[config.mk]
export PLATFORM = sky130hd
export DESIGN_NAME = vend_controller
export DESIGN_NICKNAME = d
export VERILOG_FILES = /design/src/rtl/vend_pkg.sv /design/src/rtl/vend_price_calc.sv /design/src/rtl/vend_controller.sv
export SDC_FILE = /design/constraint.sdc
export NUM_CORES = 1
export LEC_CHECK = 0
export ABC_AREA = 1
export CORE_MARGIN = 2
export CORE_UTILIZATION = 65
export DETAILED_ROUTE_END_ITERATION = 7
export DONT_BUFFER_PORTS = 1
export GPL_ROUTABILITY_DRIVEN = 0
export PLACE_DENSITY = 0.87
export SETUP_SLACK_MARGIN = 0.15
export SLEW_MARGIN = 20
export SYNTH_ARGS = -nofsm -noshare
export SYNTH_HDL_FRONTEND = slang
export SYNTH_HIERARCHICAL = 1
export SYNTH_SLANG_ARGS = --single-unit
export TNS_END_PERCENT = 1
[constraint.sdc]
create_clock -name clock -period 4.05 [get_ports clock]
set_input_delay 0.6075 -clock clock [delete_from_list [all_inputs] [get_ports clock]]
set_output_delay 0.6075 -clock clock [all_outputs]
set_load 0.005 [all_outputs]
[src/rtl/vend_pkg.sv]
// rtl/vend_pkg.sv - shared encodings for the vending controller: coin values, FSM states, error codes.
package vend_pkg;

    typedef enum logic [1:0] {
        COIN_500  = 2'd0,
        COIN_1000 = 2'd1,
        COIN_2000 = 2'd2,
        COIN_5000 = 2'd3
    } coin_type_t;

    localparam logic [15:0] COIN_VAL_500  = 16'd500;
    localparam logic [15:0] COIN_VAL_1000 = 16'd1000;
    localparam logic [15:0] COIN_VAL_2000 = 16'd2000;
    localparam logic [15:0] COIN_VAL_5000 = 16'd5000;

    typedef enum logic [1:0] {
        ST_IDLE   = 2'd0,
        ST_HOLD   = 2'd1,
        ST_VEND   = 2'd2,
        ST_CHANGE = 2'd3
    } state_t;

    localparam logic [1:0] ERR_NONE      = 2'd0;
    localparam logic [1:0] ERR_SOLD_OUT  = 2'd1;
    localparam logic [1:0] ERR_NO_CREDIT = 2'd2;
    localparam logic [1:0] ERR_BAD_ADDR  = 2'd3;

    function automatic logic [15:0] coin_value(input logic [1:0] coin);
        case (coin)
            COIN_500:  coin_value = COIN_VAL_500;
            COIN_1000: coin_value = COIN_VAL_1000;
            COIN_2000: coin_value = COIN_VAL_2000;
            default:   coin_value = COIN_VAL_5000;
        endcase
    endfunction

endpackage

[src/rtl/vend_price_calc.sv]
// rtl/vend_price_calc.sv - effective slot price; VEND_DISCOUNT_EN enables the 9/16 overstock discount.
module vend_price_calc
    import vend_pkg::*;
#(
    parameter int N_PRODUCTS      = 8,
    parameter int CREDIT_W        = 16,
    parameter int STOCK_W         = 8,
    parameter int PRICE_STEP      = 500,
    parameter int DISCOUNT_THRESH = 10
) (
    input  logic [$clog2(N_PRODUCTS)-1:0] slot,
    input  logic [STOCK_W-1:0]            stock,
    output logic [CREDIT_W-1:0]           price
);

    logic [CREDIT_W-1:0] base;

    assign base = CREDIT_W'((32'(slot) + 32'd1) * 32'(PRICE_STEP));

`ifdef VEND_DISCOUNT_EN
    // Rounds up: ceil(base*9/16) == (base*9 + 15) >> 4.
    logic [2*CREDIT_W-1:0] scaled;
    logic                  unused_scaled;

    assign scaled        = (2*CREDIT_W)'(base) * (2*CREDIT_W)'(9) + (2*CREDIT_W)'(15);
    assign unused_scaled = ^{scaled[2*CREDIT_W-1:CREDIT_W+4], scaled[3:0]};
    assign price         = (stock > STOCK_W'(DISCOUNT_THRESH)) ? scaled[CREDIT_W+3:4] : base;
`else
    localparam int unused_thresh = DISCOUNT_THRESH;
    logic unused_stock;

    assign unused_stock = ^stock;
    assign price        = base;
`endif

endmodule

[src/rtl/vend_controller.sv]
// rtl/vend_controller.sv - coin credit, per-slot stock and vend/change sequencing; VEND_DISCOUNT_EN selects discounted pricing.
module vend_controller
    import vend_pkg::*;
#(
    parameter int N_PRODUCTS      = 8,
    parameter int CREDIT_W        = 16,
    parameter int STOCK_W         = 8,
    parameter int PRICE_STEP      = 500,
    parameter int INIT_STOCK      = 10,
    parameter int CREDIT_MAX      = 20000,
    parameter int DISCOUNT_THRESH = 10
) (
    input  logic                          clock,
    input  logic                          reset,
    input  logic                          coin_valid,
    input  logic [1:0]                    coin_type,
    output logic                          coin_accept,
    output logic                          coin_reject,
    input  logic                          sel_valid,
    input  logic [$clog2(N_PRODUCTS)-1:0] sel_addr,
    input  logic                          cancel,
    input  logic                          restock_valid,
    input  logic [$clog2(N_PRODUCTS)-1:0] restock_addr,
    input  logic [STOCK_W-1:0]            restock_qty,
    output logic                          vend_valid,
    output logic [$clog2(N_PRODUCTS)-1:0] vend_addr,
    output logic                          change_valid,
    output logic [CREDIT_W-1:0]           change_amount,
    output logic                          err_valid,
    output logic [1:0]                    err_code,
    output logic [CREDIT_W-1:0]           credit,
    output logic                          busy
);

    localparam int                AW         = $clog2(N_PRODUCTS);
    localparam logic [AW:0]       N_LIM      = (AW+1)'(N_PRODUCTS);
    localparam logic [CREDIT_W:0] CREDIT_LIM = (CREDIT_W+1)'(CREDIT_MAX);

    state_t               state_q, state_d;
    logic [CREDIT_W-1:0]  credit_q, credit_d;
    logic [STOCK_W-1:0]   stock_q [N_PRODUCTS];
    logic [STOCK_W-1:0]   stock_d [N_PRODUCTS];

    logic                 coin_accept_d, coin_reject_d, vend_valid_d, change_valid_d;
    logic                 err_valid_d, busy_d, sel_ok, sel_addr_ok, restock_hit;
    logic [AW-1:0]        vend_addr_d;
    logic [CREDIT_W-1:0]  change_amount_d, price;
    logic [1:0]           err_code_d;
    logic [CREDIT_W:0]    coin_sum;
    logic [STOCK_W-1:0]   sel_stock;
    logic [STOCK_W:0]     stock_sum;

    vend_price_calc #(
        .N_PRODUCTS      (N_PRODUCTS),
        .CREDIT_W        (CREDIT_W),
        .STOCK_W         (STOCK_W),
        .PRICE_STEP      (PRICE_STEP),
        .DISCOUNT_THRESH (DISCOUNT_THRESH)
    ) u_price (
        .slot  (sel_addr),
        .stock (sel_stock),
        .price (price)
    );

    assign sel_addr_ok = {1'b0, sel_addr} < N_LIM;
    assign restock_hit = restock_valid && ({1'b0, restock_addr} < N_LIM);
    assign credit      = credit_q;

    always_comb begin
        sel_stock = '0;
        for (int i = 0; i < N_PRODUCTS; i++) begin
            if (sel_addr == AW'(i)) sel_stock = stock_q[i];
        end
    end

    always_comb begin
        state_d         = state_q;
        credit_d        = credit_q;
        coin_accept_d   = 1'b0;
        coin_reject_d   = 1'b0;
        vend_valid_d    = 1'b0;
        vend_addr_d     = '0;
        change_valid_d  = 1'b0;
        change_amount_d = '0;
        err_valid_d     = 1'b0;
        err_code_d      = ERR_NONE;
        sel_ok          = 1'b0;
        stock_sum       = '0;
        coin_sum        = {1'b0, credit_q} + (CREDIT_W+1)'(coin_value(coin_type));

        unique case (state_q)
            ST_IDLE, ST_HOLD: begin
                if (cancel) begin
                    coin_reject_d = coin_valid;
                    if (state_q == ST_HOLD) begin
                        state_d         = ST_CHANGE;
                        change_valid_d  = 1'b1;
                        change_amount_d = credit_q;
                    end
                end else if (sel_valid) begin
                    coin_reject_d = coin_valid;
                    if (!sel_addr_ok) begin
                        err_valid_d = 1'b1;
                        err_code_d  = ERR_BAD_ADDR;
                    end else if (sel_stock == '0) begin
                        err_valid_d = 1'b1;
                        err_code_d  = ERR_SOLD_OUT;
                    end else if (credit_q < price) begin
                        err_valid_d = 1'b1;
                        err_code_d  = ERR_NO_CREDIT;
                    end else begin
                        sel_ok       = 1'b1;
                        credit_d     = credit_q - price;
                        state_d      = ST_VEND;
                        vend_valid_d = 1'b1;
                        vend_addr_d  = sel_addr;
                    end
                end else if (coin_valid) begin
                    if (coin_sum <= CREDIT_LIM) begin
                        coin_accept_d = 1'b1;
                        credit_d      = coin_sum[CREDIT_W-1:0];
                        state_d       = ST_HOLD;
                    end else begin
                        coin_reject_d = 1'b1;
                    end
                end
            end
            // The change pulse is emitted on entry to CHANGE; CHANGE itself clears the credit.
            ST_VEND: begin
                coin_reject_d = coin_valid;
                state_d       = ST_CHANGE;
                if (credit_q != '0) begin
                    change_valid_d  = 1'b1;
                    change_amount_d = credit_q;
                end
            end
            ST_CHANGE: begin
                coin_reject_d = coin_valid;
                credit_d      = '0;
                state_d       = ST_IDLE;
            end
            default: state_d = ST_IDLE;
        endcase

        // Restock and vend decrement may hit the same slot; the net sum saturates.
        for (int i = 0; i < N_PRODUCTS; i++) begin
            stock_sum = {1'b0, stock_q[i]};
            if (restock_hit && restock_addr == AW'(i)) stock_sum = stock_sum + {1'b0, restock_qty};
            if (sel_ok && sel_addr == AW'(i)) stock_sum = stock_sum - (STOCK_W+1)'(1);
            stock_d[i] = stock_sum[STOCK_W] ? '1 : stock_sum[STOCK_W-1:0];
        end

        busy_d = (state_d == ST_VEND) || (state_d == ST_CHANGE);
    end

    always_ff @(posedge clock or posedge reset) begin
        if (reset) begin
            state_q       <= ST_IDLE;
            credit_q      <= '0;
            for (int i = 0; i < N_PRODUCTS; i++) stock_q[i] <= STOCK_W'(INIT_STOCK);
            coin_accept   <= 1'b0;
            coin_reject   <= 1'b0;
            vend_valid    <= 1'b0;
            vend_addr     <= '0;
            change_valid  <= 1'b0;
            change_amount <= '0;
            err_valid     <= 1'b0;
            err_code      <= ERR_NONE;
            busy          <= 1'b0;
        end else begin
            state_q       <= state_d;
            credit_q      <= credit_d;
            for (int i = 0; i < N_PRODUCTS; i++) stock_q[i] <= stock_d[i];
            coin_accept   <= coin_accept_d;
            coin_reject   <= coin_reject_d;
            vend_valid    <= vend_valid_d;
            vend_addr     <= vend_addr_d;
            change_valid  <= change_valid_d;
            change_amount <= change_amount_d;
            err_valid     <= err_valid_d;
            err_code      <= err_code_d;
            busy          <= busy_d;
        end
    end

endmodule

* Word level (Yosys, flattened, before mapping)
Cells that the tools add are included.
** Storage, ports and cells
- Bits of input ports :: 22
- Register bits :: 109
- Logic and storage cells :: 180
- Output and inout port bits :: 43
** Operators by class
- Reductions and logical operators :: 27
- Order comparisons :: 2
- Equality and inequality tests :: 26
- Multiply operators :: 1
- Multiplexer cells :: 86
- Add/subtract/negate cells :: 19
** Operators by type and width (count)
- 16-bit 2-to-1 mux :: 9
- 9-bit 2-to-1 mux :: 16
- 8-bit 2-to-1 mux :: 16
- 8-bit by 8-bit adder with 9-bit output :: 8
- 9-bit by 1-bit subtractor with 9-bit output, second input constant :: 8
- 16-bit one-hot mux with 2 select lines :: 2
- 13-bit one-hot mux with 3 select lines :: 1
- 32-bit by 7-bit multiplier with 14-bit output, second input constant :: 1
- 3-bit == test, second input constant :: 8
- 2-bit 2-to-1 mux :: 12
- 1-bit 2-to-1 mux :: 22
- 16-bit by 16-bit adder with 17-bit output :: 1
- 17-bit by 15-bit <= comparator with 1-bit output, second input constant :: 1
- 1-bit logical AND :: 16
- 16-bit < comparator :: 1
- 16-bit nonzero test :: 1
- 16-bit subtractor :: 1
- 3-bit 2-to-1 mux :: 5
- 3-bit by 2-bit == test with 1-bit output, second input constant :: 4
- 3-bit inequality test, second input constant :: 4
- 2-bit == test, second input constant :: 5
- 8-bit zero test :: 1
- 3-bit by 1-bit == test with 1-bit output, second input constant :: 2
- 3-bit zero test :: 2
- other kinds (10) :: 14

* Depth between registers and ports, before layout
Gate-level depths: netlist of the first run.
- Depth in word-level cells :: 17
- Gate-level depth with buffers :: 28
- Gate-level depth less buffers :: 26

* Hierarchy
Netlist of the first run, hierarchy kept.
** By module, submodules not included
- vend_controller :: times used 1, sequential area each 2747.6 um^2, area an instance 12106.6 um^2, cells each 1940
- vend_price_calc :: times used 1, sequential area each 0.0 um^2, area an instance 653.1 um^2, cells each 89

* Least setup slack after synthesis of the first run
OpenSTA, ideal clock, no wires.
- Kind :: input to register
- Start :: input sel_addr[0]
- End :: register stock_q[48] (netlist name)
- Stages :: 23
- Buffers on the path :: 1
- Arrival time :: 4657 ps
- Required time :: 3915 ps
- Library setup time :: 135 ps
- Path slack :: -742 ps
- Cells stage by stage :: ha_1 > xnor2_2 > inv_1 > fa_1 > fa_1 > ha_1 > a21oi_1 > nand2_1 > nand3_1 > nand3_1 > nand2_1 > inv_1 > ha_1 > inv_1 > o21bai_1 > o21bai_1 > a221oi_1 > nand2_1 > buf_4 > nand4_1 > nor2_1 > nor2_1 > nand2_1
** RTL lines
- start, declared :: line vend_controller.sv:20 : input logic [$clog2(N_PRODUCTS)-1:0] sel_addr,
- end, declared :: line vend_controller.sv:41 : logic [STOCK_W-1:0] stock_q [N_PRODUCTS];

==> impl_results.md, run 1 <==
* Drt first pass iters at 7
* Row cnt at 51
* Clk sinks at 109
* Global-route usage over all layers at 0.3762
* Area Overhead vs Synth at 11.43%
* Failing checks: setup timing
* Leak at 8.024 nW
* Initial DRC count at 1,257
* TritonCTS buffer count at 9
* H-tree depth at 3
* Gr ovfl total at 0
* Critical path type: primary input to flop
* Ports at 65
* CTS Buffer Depth at 2
* Syn. warnings at 6
* Tmin final at 4.456 ns
* Synth Cell Area at 12,730 um^2
* Crit path max fanout at 9
* Post-DR wirelength/cell at 16.41 um
* Finish-stage setup viols at 87
* TritonCTS clock tree: built
* Max-cap violations at 0
* Max VDD drop at 0.6041 mV
* Clk pin slew, worst setup/hold paths at 0.09 ns
* Number of global-route vias before repair at 13,128
* DR vias/cell at 5.857
* Mapped Cells at 2,021
* Total Routed Length at 38,610 um
* Worst flop-to-flop path endpoint: credit[4]
* Die Width at 143.9 um
* Worst clock skew at 0.01051 ns
* Ant. Diodes at 0
* Via count at 13,782
* First-pass GRT wire length at 61,650 um
* Port Buffers at 0
* Critical path capture point type: flop
* Arrival @ worst endpoint at 4.70 ns
* DIE HEIGHT at 143.9 um
* Unrepaired setup endpoints after global routing: yes
* Starting density of the core at 0.6584
* CTS Root Cell: clkbuf_16
* Worst skew pair latency at 0.38 ns
* PnR worst setup slack at -0.4060 ns
* Detailed placer's ending HPWL at 28,180 um
* CTS Hold Bufs at 0
* Max-slew headroom at 0.4272
* Final Cycle Share at 1.100
* Fin. max-slew vios at 0
* Core ar. at 19,330 um^2
* Least-Margin Pin Slew at 0.8591 ns
* Reg2Reg Depth at 19
* DR DRC count at 0
* Initial antenna violation count at 0
* Post-synthesis average cell area at 6.299 um^2
* Worst r2r src: credit[2]
* Final nets at 2,232
* Final ANT Viol Nets at 0
* Status: finished, violations left
* Die area at 20,720 um^2
* Largest net degree at the start of global routing at 63
* Hold_ws at 0.2686 ns
* R2r setup slk at 0.67 ns
* Fin. Hold Viols at 0
* Setup total negative slack at -21.42 ns
* CP Launch Type: primary input
* PwrDens at 743.7 nW/um^2
* Layout cell share with drive strength beyond 1 at 0.1054
* Hold WC Path Type: primary input to asynchronous set/reset pin
* FMAX at 0.2244 GHz
* Required time of the critical path at 4.30 ns
-- placed cells by master (no fill, tap or decap), types with 5 or more instances in the layout --
cell type	instances
nand3_1	182
xor2_1	63
clkbuf_16	9
nor2_2	8
ha_4	5
dfrtp_1	93
nand3_2	6
buf_4	70
inv_1	301
nor2_1	208
nor3_1	12
a21oi_1	76
buf_12	8
o21a_1	13
conb_1	5
nand2_1	608
nand4_1	70
nand4_2	5
o21bai_1	5
nor2_4	10
dfstp_2	16
or2_2	22
nand3b_1	11
xnor2_1	23
buf_6	5
ha_1	105
fa_1	16
nand2_2	13
o21ai_0	49
inv_2	13
-- flip-flops by register name, indices dropped and copies added, names as in the netlist --
signal	flops
busy	1
change_amount	16
change_valid	1
coin_accept	1
coin_reject	1
credit	16
err_code	2
err_valid	1
state_q	2
stock_q	64
vend_addr	3
vend_valid	1
-- report_power, final --
group | internal (mW) | switching [mW]
registers | 1.62 | 0.624
clock network | 0.442 | 0.499
logic | 2.94 | 4.42
total | 5.00 | 5.54
-- layout make-up --
cell class / count / area, um^2
Timing Repair Buffer: 86 / 824.5
Tap cell: 265 / 331.6
Clock buffer: 9 / 225.2
Fill cell: 1525 / 5150
Sequential cell: 109 / 2748
Inverter: 320 / 1206
Clock inverter: 7 / 75.07
Multi-Input combinational cell: 1557 / 8775
-- per-stage QoR --
step           cell area [um^2]  setup WS (ns)  power (mW)  std cells    util
4_1_cts                   14130        -0.2352       10.20       2353  0.7309
3_5_place_dp              13550        -0.6792       8.995       2324  0.7009
5_1_grt                   14180        -0.6015       11.49       2353  0.7336
6_report                  14180        -0.4060       10.55       2353  0.7336
3_3_place_gp              13550        -0.5629       8.695       2324  0.7009
2_1_floorplan             12860        -0.4330       7.189       2025       -
-- how the worst max path moves through the flow --
stage                      from  slack (ns)           to
finish              sel_addr[1]       -0.41  stock_q[55]
global route        sel_addr[1]       -0.60  stock_q[48]
CTS                 sel_addr[1]       -0.24  stock_q[50]
detailed placement  sel_addr[1]       -0.68   stock_q[0]
global placement    sel_addr[1]       -0.56   stock_q[2]
floorplan           sel_addr[1]       -0.43  stock_q[52]
-- metal layers --
layer	track usage	vias up	share of wire
met2	0.6356	748	0.47
met1	0.4427	6262	0.38
met5	0	-	0
li1	-	6549	-
met4	0.2214	0	0.062
met3	0.07597	223	0.096
-- worst max-delay path, stage by stage --
cell	delay, ns
ha_4	0.15
xnor2_4	0.15
inv_2	0.07
fa_2	0.62
fa_1	0.47
ha_4	0.32
nand3_2	0.08
nand2_2	0.08
nand3_2	0.07
nand2_1	0.06
nand2_1	0.04
nand2_1	0.07
inv_2	0.04
ha_4	0.23
inv_4	0.07
o21bai_4	0.07
o21bai_1	0.16
a221oi_2	0.27
nand2_2	0.15
buf_12	0.16
buf_12	0.13
nand4_1	0.16
nor2_1	0.12
nor2_4	0.18
nand2_1	0.13
-- timing repair --
item,4_1_cts,5_1_grt
endpoints found under the hold margin,0,0
setup endpoints to repair,87,89
pin swaps,29,17
gates cloned,5,0
resized for setup,27,17
setup buffers,8,0
Note: power is estimated with default switching activity, not from simulation.
==> inputs of run 2 (changes only) <==
- REMOVE_ABC_BUFFERS: default -> 1
==> impl_results.md, run 2 (synthesis results as in run 1) <==
* Status: finished, violations left
* Failing checks: setup timing
* Starting density of the core at 0.6584 (unchanged)
* Worst skew pair latency at 0.38 ns (about the same)
* Crit path launch: sel_addr[0]
* CTS Buffer Depth at 2 (unchanged)
* Detailed placer's ending HPWL at 27,230 um (-3.4%)
* Critical path type: primary input to flop
* Crit path max fanout at 12 (+3)
* TritonCTS clock tree: built
* Drt first pass iters at 8 (+1)
* DR DRC count at 0 (unchanged)
* Critical path capture point type: flop
* DR vias/cell at 5.856 (about the same)
* Largest net degree at the start of global routing at 87 (+38%)
* Most frequent cells in the layout: 610 x nand2_1, 302 x inv_1, 207 x nor2_1
* TritonCTS buffer count at 9 (unchanged)
* Least-Margin Pin Slew at 0.8020 ns (-0.05719 ns)
* PwrDens at 745.9 nW/um^2 (+0.29%)
* Hold WC Path Type: primary input to asynchronous set/reset pin
* Die Width at 143.9 um (unchanged)
* Leak at 8.039 nW (+0.19%)
* Arrival @ worst endpoint at 4.70 ns (about the same)
* CP Launch Type: primary input
* Hold_ws at 0.2157 ns (-0.05295 ns)
* Ant. Diodes at 0 (unchanged)
* Worst r2r src: credit[2]
* CTS Root Cell: clkbuf_16
* Fin. max-slew vios at 0 (unchanged)
* Reg2Reg Depth at 17 (-2)
* FMAX at 0.2253 GHz (+0.39%)
* Port Buffers at 0 (unchanged)
* Final nets at 2,236 (+0.18%)
* Tmin final at 4.439 ns (-0.01717 ns)
* Initial antenna violation count at 0 (unchanged)
* Required time of the critical path at 4.31 ns (about the same)
* Max reg flops at 64 (unchanged)
* Setup total negative slack at -22.13 ns (-0.7062 ns)
* Ports at 65 (unchanged)
* Row cnt at 51 (unchanged)
* Finish-stage setup viols at 86 (-1.1%)
* Max VDD drop at 0.6871 mV (+14%)
* Clk sinks at 109 (unchanged)
* Gr ovfl total at 0 (unchanged)
* Reg with most FFs: stock_q
* DIE HEIGHT at 143.9 um (unchanged)
* Max-slew headroom at 0.4634 (+0.03615)
* Die area at 20,720 um^2 (unchanged)
* Final ANT Viol Nets at 0 (unchanged)
* Final Cycle Share at 1.096 (-0.004240)
* Met3 Use GR at 0.07597 (unchanged)
* Global-route usage over all layers at 0.3705 (-0.005701)
* Number of global-route vias before repair at 13,095 (-0.25%)
* Worst slack at placement at -0.8519 ns (-0.1726 ns)
* Total chip power at 10.74 mW (+1.8%)
* Met1 usage at 0.4439 (+0.001143)
* Clk pin slew, worst setup/hold paths at 0.09 ns (about the same)
* First-pass GRT wire length at 61,240 um (-0.66%)
* Most common cell after layout, fill and taps aside: nand2_1
* Fin. Hold Viols at 0 (unchanged)
* Max-cap violations at 0 (unchanged)
* H-tree depth at 3 (unchanged)
* Initial DRC count at 1,359 (+8.1%)
* Post-DR wirelength/cell at 16.27 um (-0.83%)
* Unrepaired setup endpoints after global routing: yes
* Worst clock skew at 0.01507 ns (+0.004559 ns)
* Core ar. at 19,330 um^2 (unchanged)
* Layout cell share with drive strength beyond 1 at 0.1109 (+0.005535)
* Met2 usage in global routing at 0.6130 (-0.02256)
* Via count at 13,803 (+0.15%)
* PnR worst setup slack at -0.3888 ns (+0.01717 ns)
* Total Routed Length at 38,360 um (-0.67%)
* Area Overhead vs Synth at 13.15%
* Final core occ at 0.7450 (+0.01133)
* Gr busiest metal: met2
## run 2: changes by cell type in the layout (fill, tap and decap cells not counted), moves of 5 or more
cell,change
nand3_1,-8
nand3_2,+8
buf_6,+7
buf_4,-5
## run 2: path summary, 6_finish.rpt
check,to,slack [ns]
max,stock_q[52],-0.39
min,change_amount[4],0.22
max reg2reg,credit[5],0.65
min reg2reg,credit[0],0.60
max in group asynchronous,stock_q[25],2.95
min in group clock,coin_accept,0.29
## run 2: stage by stage
stage / cell area, um^2 / std cells
2_1_floorplan: 12500 / 1986
3_3_place_gp: 13450 / 2324
3_5_place_dp: 13450 / 2324
4_1_cts: 14310 / 2355
5_1_grt: 14400 / 2357
6_report: 14400 / 2357
## run 2: worst max-delay path: stages
cell and delay, ns:
ha_4 0.16, xnor2_4 0.14, inv_2 0.07, fa_2 0.58, fa_1 0.46, ha_4 0.26, a21oi_2 0.14, nand2_2 0.08
buf_4 0.14, xor2_1 0.15, inv_1 0.09, ha_4 0.27, a21oi_4 0.15, o21bai_4 0.07, a221oi_2 0.25, nand2_2 0.13
buf_12 0.16, buf_6 0.13, nand4_1 0.23, nor2_1 0.09, nor2_1 0.11, buf_4 0.15, nand2_1 0.08
## run 2: power by group
| group | leakage, nW | switching [mW] | total (mW) | internal (mW) |
|---|---|---|---|---|
| combinational | 6.58 | 4.47 | 7.50 | 3.03 |
| sequential | 1.31 | 0.662 | 2.28 | 1.62 |
| clock | 0.157 | 0.507 | 0.962 | 0.455 |
| total | 8.04 | 5.64 | 10.7 | 5.10 |
## run 2: final cells by class
| type | instances | area (um^2) |
|---|---|---|
| Clock inverter | 7 | 106.4 |
| Fill cell | 1454 | 4931 |
| Inverter | 320 | 1209 |
| Clock buffer | 9 | 225.2 |
| Timing Repair Buffer | 90 | 908.4 |
| Sequential cell | 109 | 2748 |
| Tap cell | 265 | 331.6 |
| Multi-Input combinational cell | 1557 | 8876 |
## run 2: what timing repair did
action / in CTS / in global routing
setup endpoints to repair: 89 / 89
gates resized for setup: 71 / 14
hold buffers: 0 / 0
pin swaps: 49 / 22
buffers inserted: 10 / 2
cloned: 5 / 0
## run 2: routing by layer
metal	vias up	share of wire
met3	202	0.10
met1	6248	0.37
met2	782	0.46
met5	-	0
met4	0	0.062
li1	6571	-
==> inputs of run 3 (changes only) <==
--- a/config.mk
+++ b/config.mk
@@ -7,6 +7,8 @@
 export LEC_CHECK = 0
 export ABC_AREA = 1
+export CORE_ASPECT_RATIO = 1.75
 export CORE_MARGIN = 2
 export CORE_UTILIZATION = 65
+export CTS_CLUSTER_SIZE = 14
 export DETAILED_ROUTE_END_ITERATION = 7
 export DONT_BUFFER_PORTS = 1
==> constraint.sdc (replaced) <==
create_clock -name clock -period 4.05 [get_ports clock]
set_input_delay 0.6075 -clock clock [delete_from_list [all_inputs] [get_ports clock]]
set_output_delay 0.6075 -clock clock [all_outputs]
set_load 0.1 [all_outputs]
==> impl_results.md, run 3 (synthesis results as in run 1) <==
* Status: finished, violations left
* Failing checks: DRC, setup timing
* Final nets at 2,265 (+1.3%)
* Max VDD drop at 0.7055 mV (+2.7%)
* Max reg flops at 64 (unchanged)
* Worst r2r src: credit[4]
* Ant. Diodes at 0 (unchanged)
* Buf+Inv Stages, Crit Path at 8 (+2)
* Die Width at 109.8 um (-24%)
* Required time of the critical path at 4.30 ns (about the same)
* Setup total negative slack at -38.21 ns (-16.08 ns)
* Least-Margin Pin Slew at 1.033 ns (+0.2315 ns)
* Ports at 65 (unchanged)
* Cell family with most CP delay: adder cells
* CP Launch Type: primary input
* Worst clock skew at 0.01208 ns (-0.002986 ns)
* Arrival @ worst endpoint at 4.87 ns (+0.17 ns)
* Via count at 14,202 (+2.9%)
* Most frequent cells in the layout: 606 x nand2_1, 301 x inv_1, 201 x nor2_1
* Worst skew pair latency at 0.37 ns (about the same)
* Hold WC Path Type: primary input to flop
* Post-Layout Cell Count at 2,362 (+0.21%)
* PwrDens at 837.6 nW/um^2 (+12%)
* Unrepaired setup endpoints after global routing: yes
* Fin. Hold Viols at 0 (unchanged)
* CTS Hold Bufs at 0 (unchanged)
* Drt first pass iters at 8 (unchanged)
* Post-DR wirelength/cell at 18.08 um (+11%)
* CTS Buffer Depth at 2 (unchanged)
* Crit path max fanout at 12 (unchanged)
* Gr ovfl total at 0 (unchanged)
* Finish-stage setup viols at 89 (+3.5%)
* First-pass GRT wire length at 68,420 um (+12%)
* TritonCTS buffer count at 9 (unchanged)
* Layout cell share with drive strength beyond 1 at 0.1292 (+0.01829)
* Port Buffers at 0 (unchanged)
* DIE HEIGHT at 189.1 um (+31%)
* Fillers at 1,392 (-4.3%)
* DR DRC count at 3 (+3)
* Largest net degree at the start of global routing at 67 (-23%)
* Hold path start: cancel
* Leak at 8.155 nW (+1.4%)
* FMAX at 0.2164 GHz (-4.0%)
* TritonCTS clock tree: built
* Worst slack at placement at -0.9083 ns (-0.05649 ns)
* Hold EP: coin_accept
* Final Cycle Share at 1.141 (+0.04524)
* Tmin final at 4.622 ns (+0.1832 ns)
* Initial antenna violation count at 0 (unchanged)
* Most common cell after layout, fill and taps aside: nand2_1
* Reg with most FFs: stock_q
* Max-slew headroom at 0.3111 (-0.1523)
* Max-cap violations at 0 (unchanged)
* Reg2Reg Depth at 18 (+1)
* CTS Root Cell: clkbuf_16
* CP peak stage delay at 0.62 ns (+0.04 ns)
* CP dominant cell by count: nand2_1
* Initial DRC count at 1,270 (-6.5%)
* Slowest stage cell, crit path: fa_1
* Detailed placer's ending HPWL at 30,190 um (+11%)
* Inst Count DP at 2,321 (-0.13%)
* Fin. max-slew vios at 0 (unchanged)
* Area Overhead vs Synth at 14.68%
* Number of global-route vias before repair at 14,540 (+11%)
* Worst flop-to-flop path endpoint: stock_q[63]
* Hold depth at 1
* Total Routed Length at 42,710 um (+11%)
* Clk sinks at 109 (unchanged)
* Critical path capture point type: flop
* Row cnt at 67 (+31%)
* Starting density of the core at 0.6631 (+0.004720)
* Total chip power at 12.23 mW (+14%)
* H-tree depth at 3 (unchanged)
* DR vias/cell at 6.013 (+2.7%)
* Die area at 20,760 um^2 (+0.21%)
* Final ANT Viol Nets at 0 (unchanged)
* Clk pin slew, worst setup/hold paths at 0.08 ns (about the same)
* PnR worst setup slack at -0.5720 ns (-0.1832 ns)
* Critical path type: primary input to flop
* Core ar. at 19,200 um^2 (-0.71%)
* Hold_ws at 0.3111 ns (+0.09544 ns)
* R2r setup slk at 0.84 ns (+0.19 ns)
* Global-route usage over all layers at 0.4238 (+0.05332)
==> run 3: area by class of cell <==
class / instances / area, um^2 / share of cell area
clock buffers: 9 / 225.2 / 0.01543
clock inverters: 7 / 91.34 / 0.006256
inverters: 320 / 1209 / 0.08279
multi-input cells: 1557 / 8945 / 0.6127
flip-flops and latches: 109 / 2748 / 0.1882
well taps: 241 / 301.5 / 0.02065
repair buffers: 119 / 1080 / 0.07396
==> run 3: worst max path at each step <==
stage,depth (start not counted),to,start,slack (ns)
2_1_floorplan,23,stock_q[37],sel_addr[0],-1.74
3_3_place_gp,24,stock_q[34],sel_addr[0],-0.70
3_5_place_dp,24,stock_q[39],sel_addr[0],-0.91
4_1_cts,25,stock_q[52],sel_addr[0],-0.33
5_1_grt,24,stock_q[47],sel_addr[1],-0.71
6_report,26,stock_q[54],sel_addr[0],-0.57
==> run 3: power by group <==
part	switching, mW	leakage [nW]	internal (mW)
registers	1.09	1.31	1.61
logic	5.33	6.70	3.22
clock network	0.477	0.151	0.497
==> run 3: layer usage <==
layer | vias to the layer above | wire length, um | part of all wire | global-route usage
met5 | - | 0 | 0 | 0
met4 | 0 | 4935 | 0.12 | 0.4167
met3 | 378 | 3505 | 0.082 | 0.1177
met2 | 751 | 20830 | 0.49 | 0.7053
met1 | 6456 | 13440 | 0.31 | 0.3968
li1 | 6617 | - | - | -
==> run 3: through the flow <==
stage	area, um^2	utilization
2_1_floorplan	12500	-
3_5_place_dp	13560	0.7061
3_3_place_gp	13560	0.7061
5_1_grt	14600	0.7605
4_1_cts	14450	0.7525
6_report	14600	0.7605
==> run 3: what timing repair did <==
action | CTS | global route
resized for setup | 86 | 22
setup buffers | 16 | 6
gates cloned | 3 | 0
pin swaps | 46 | 32
setup endpoints to repair | 89 | 89
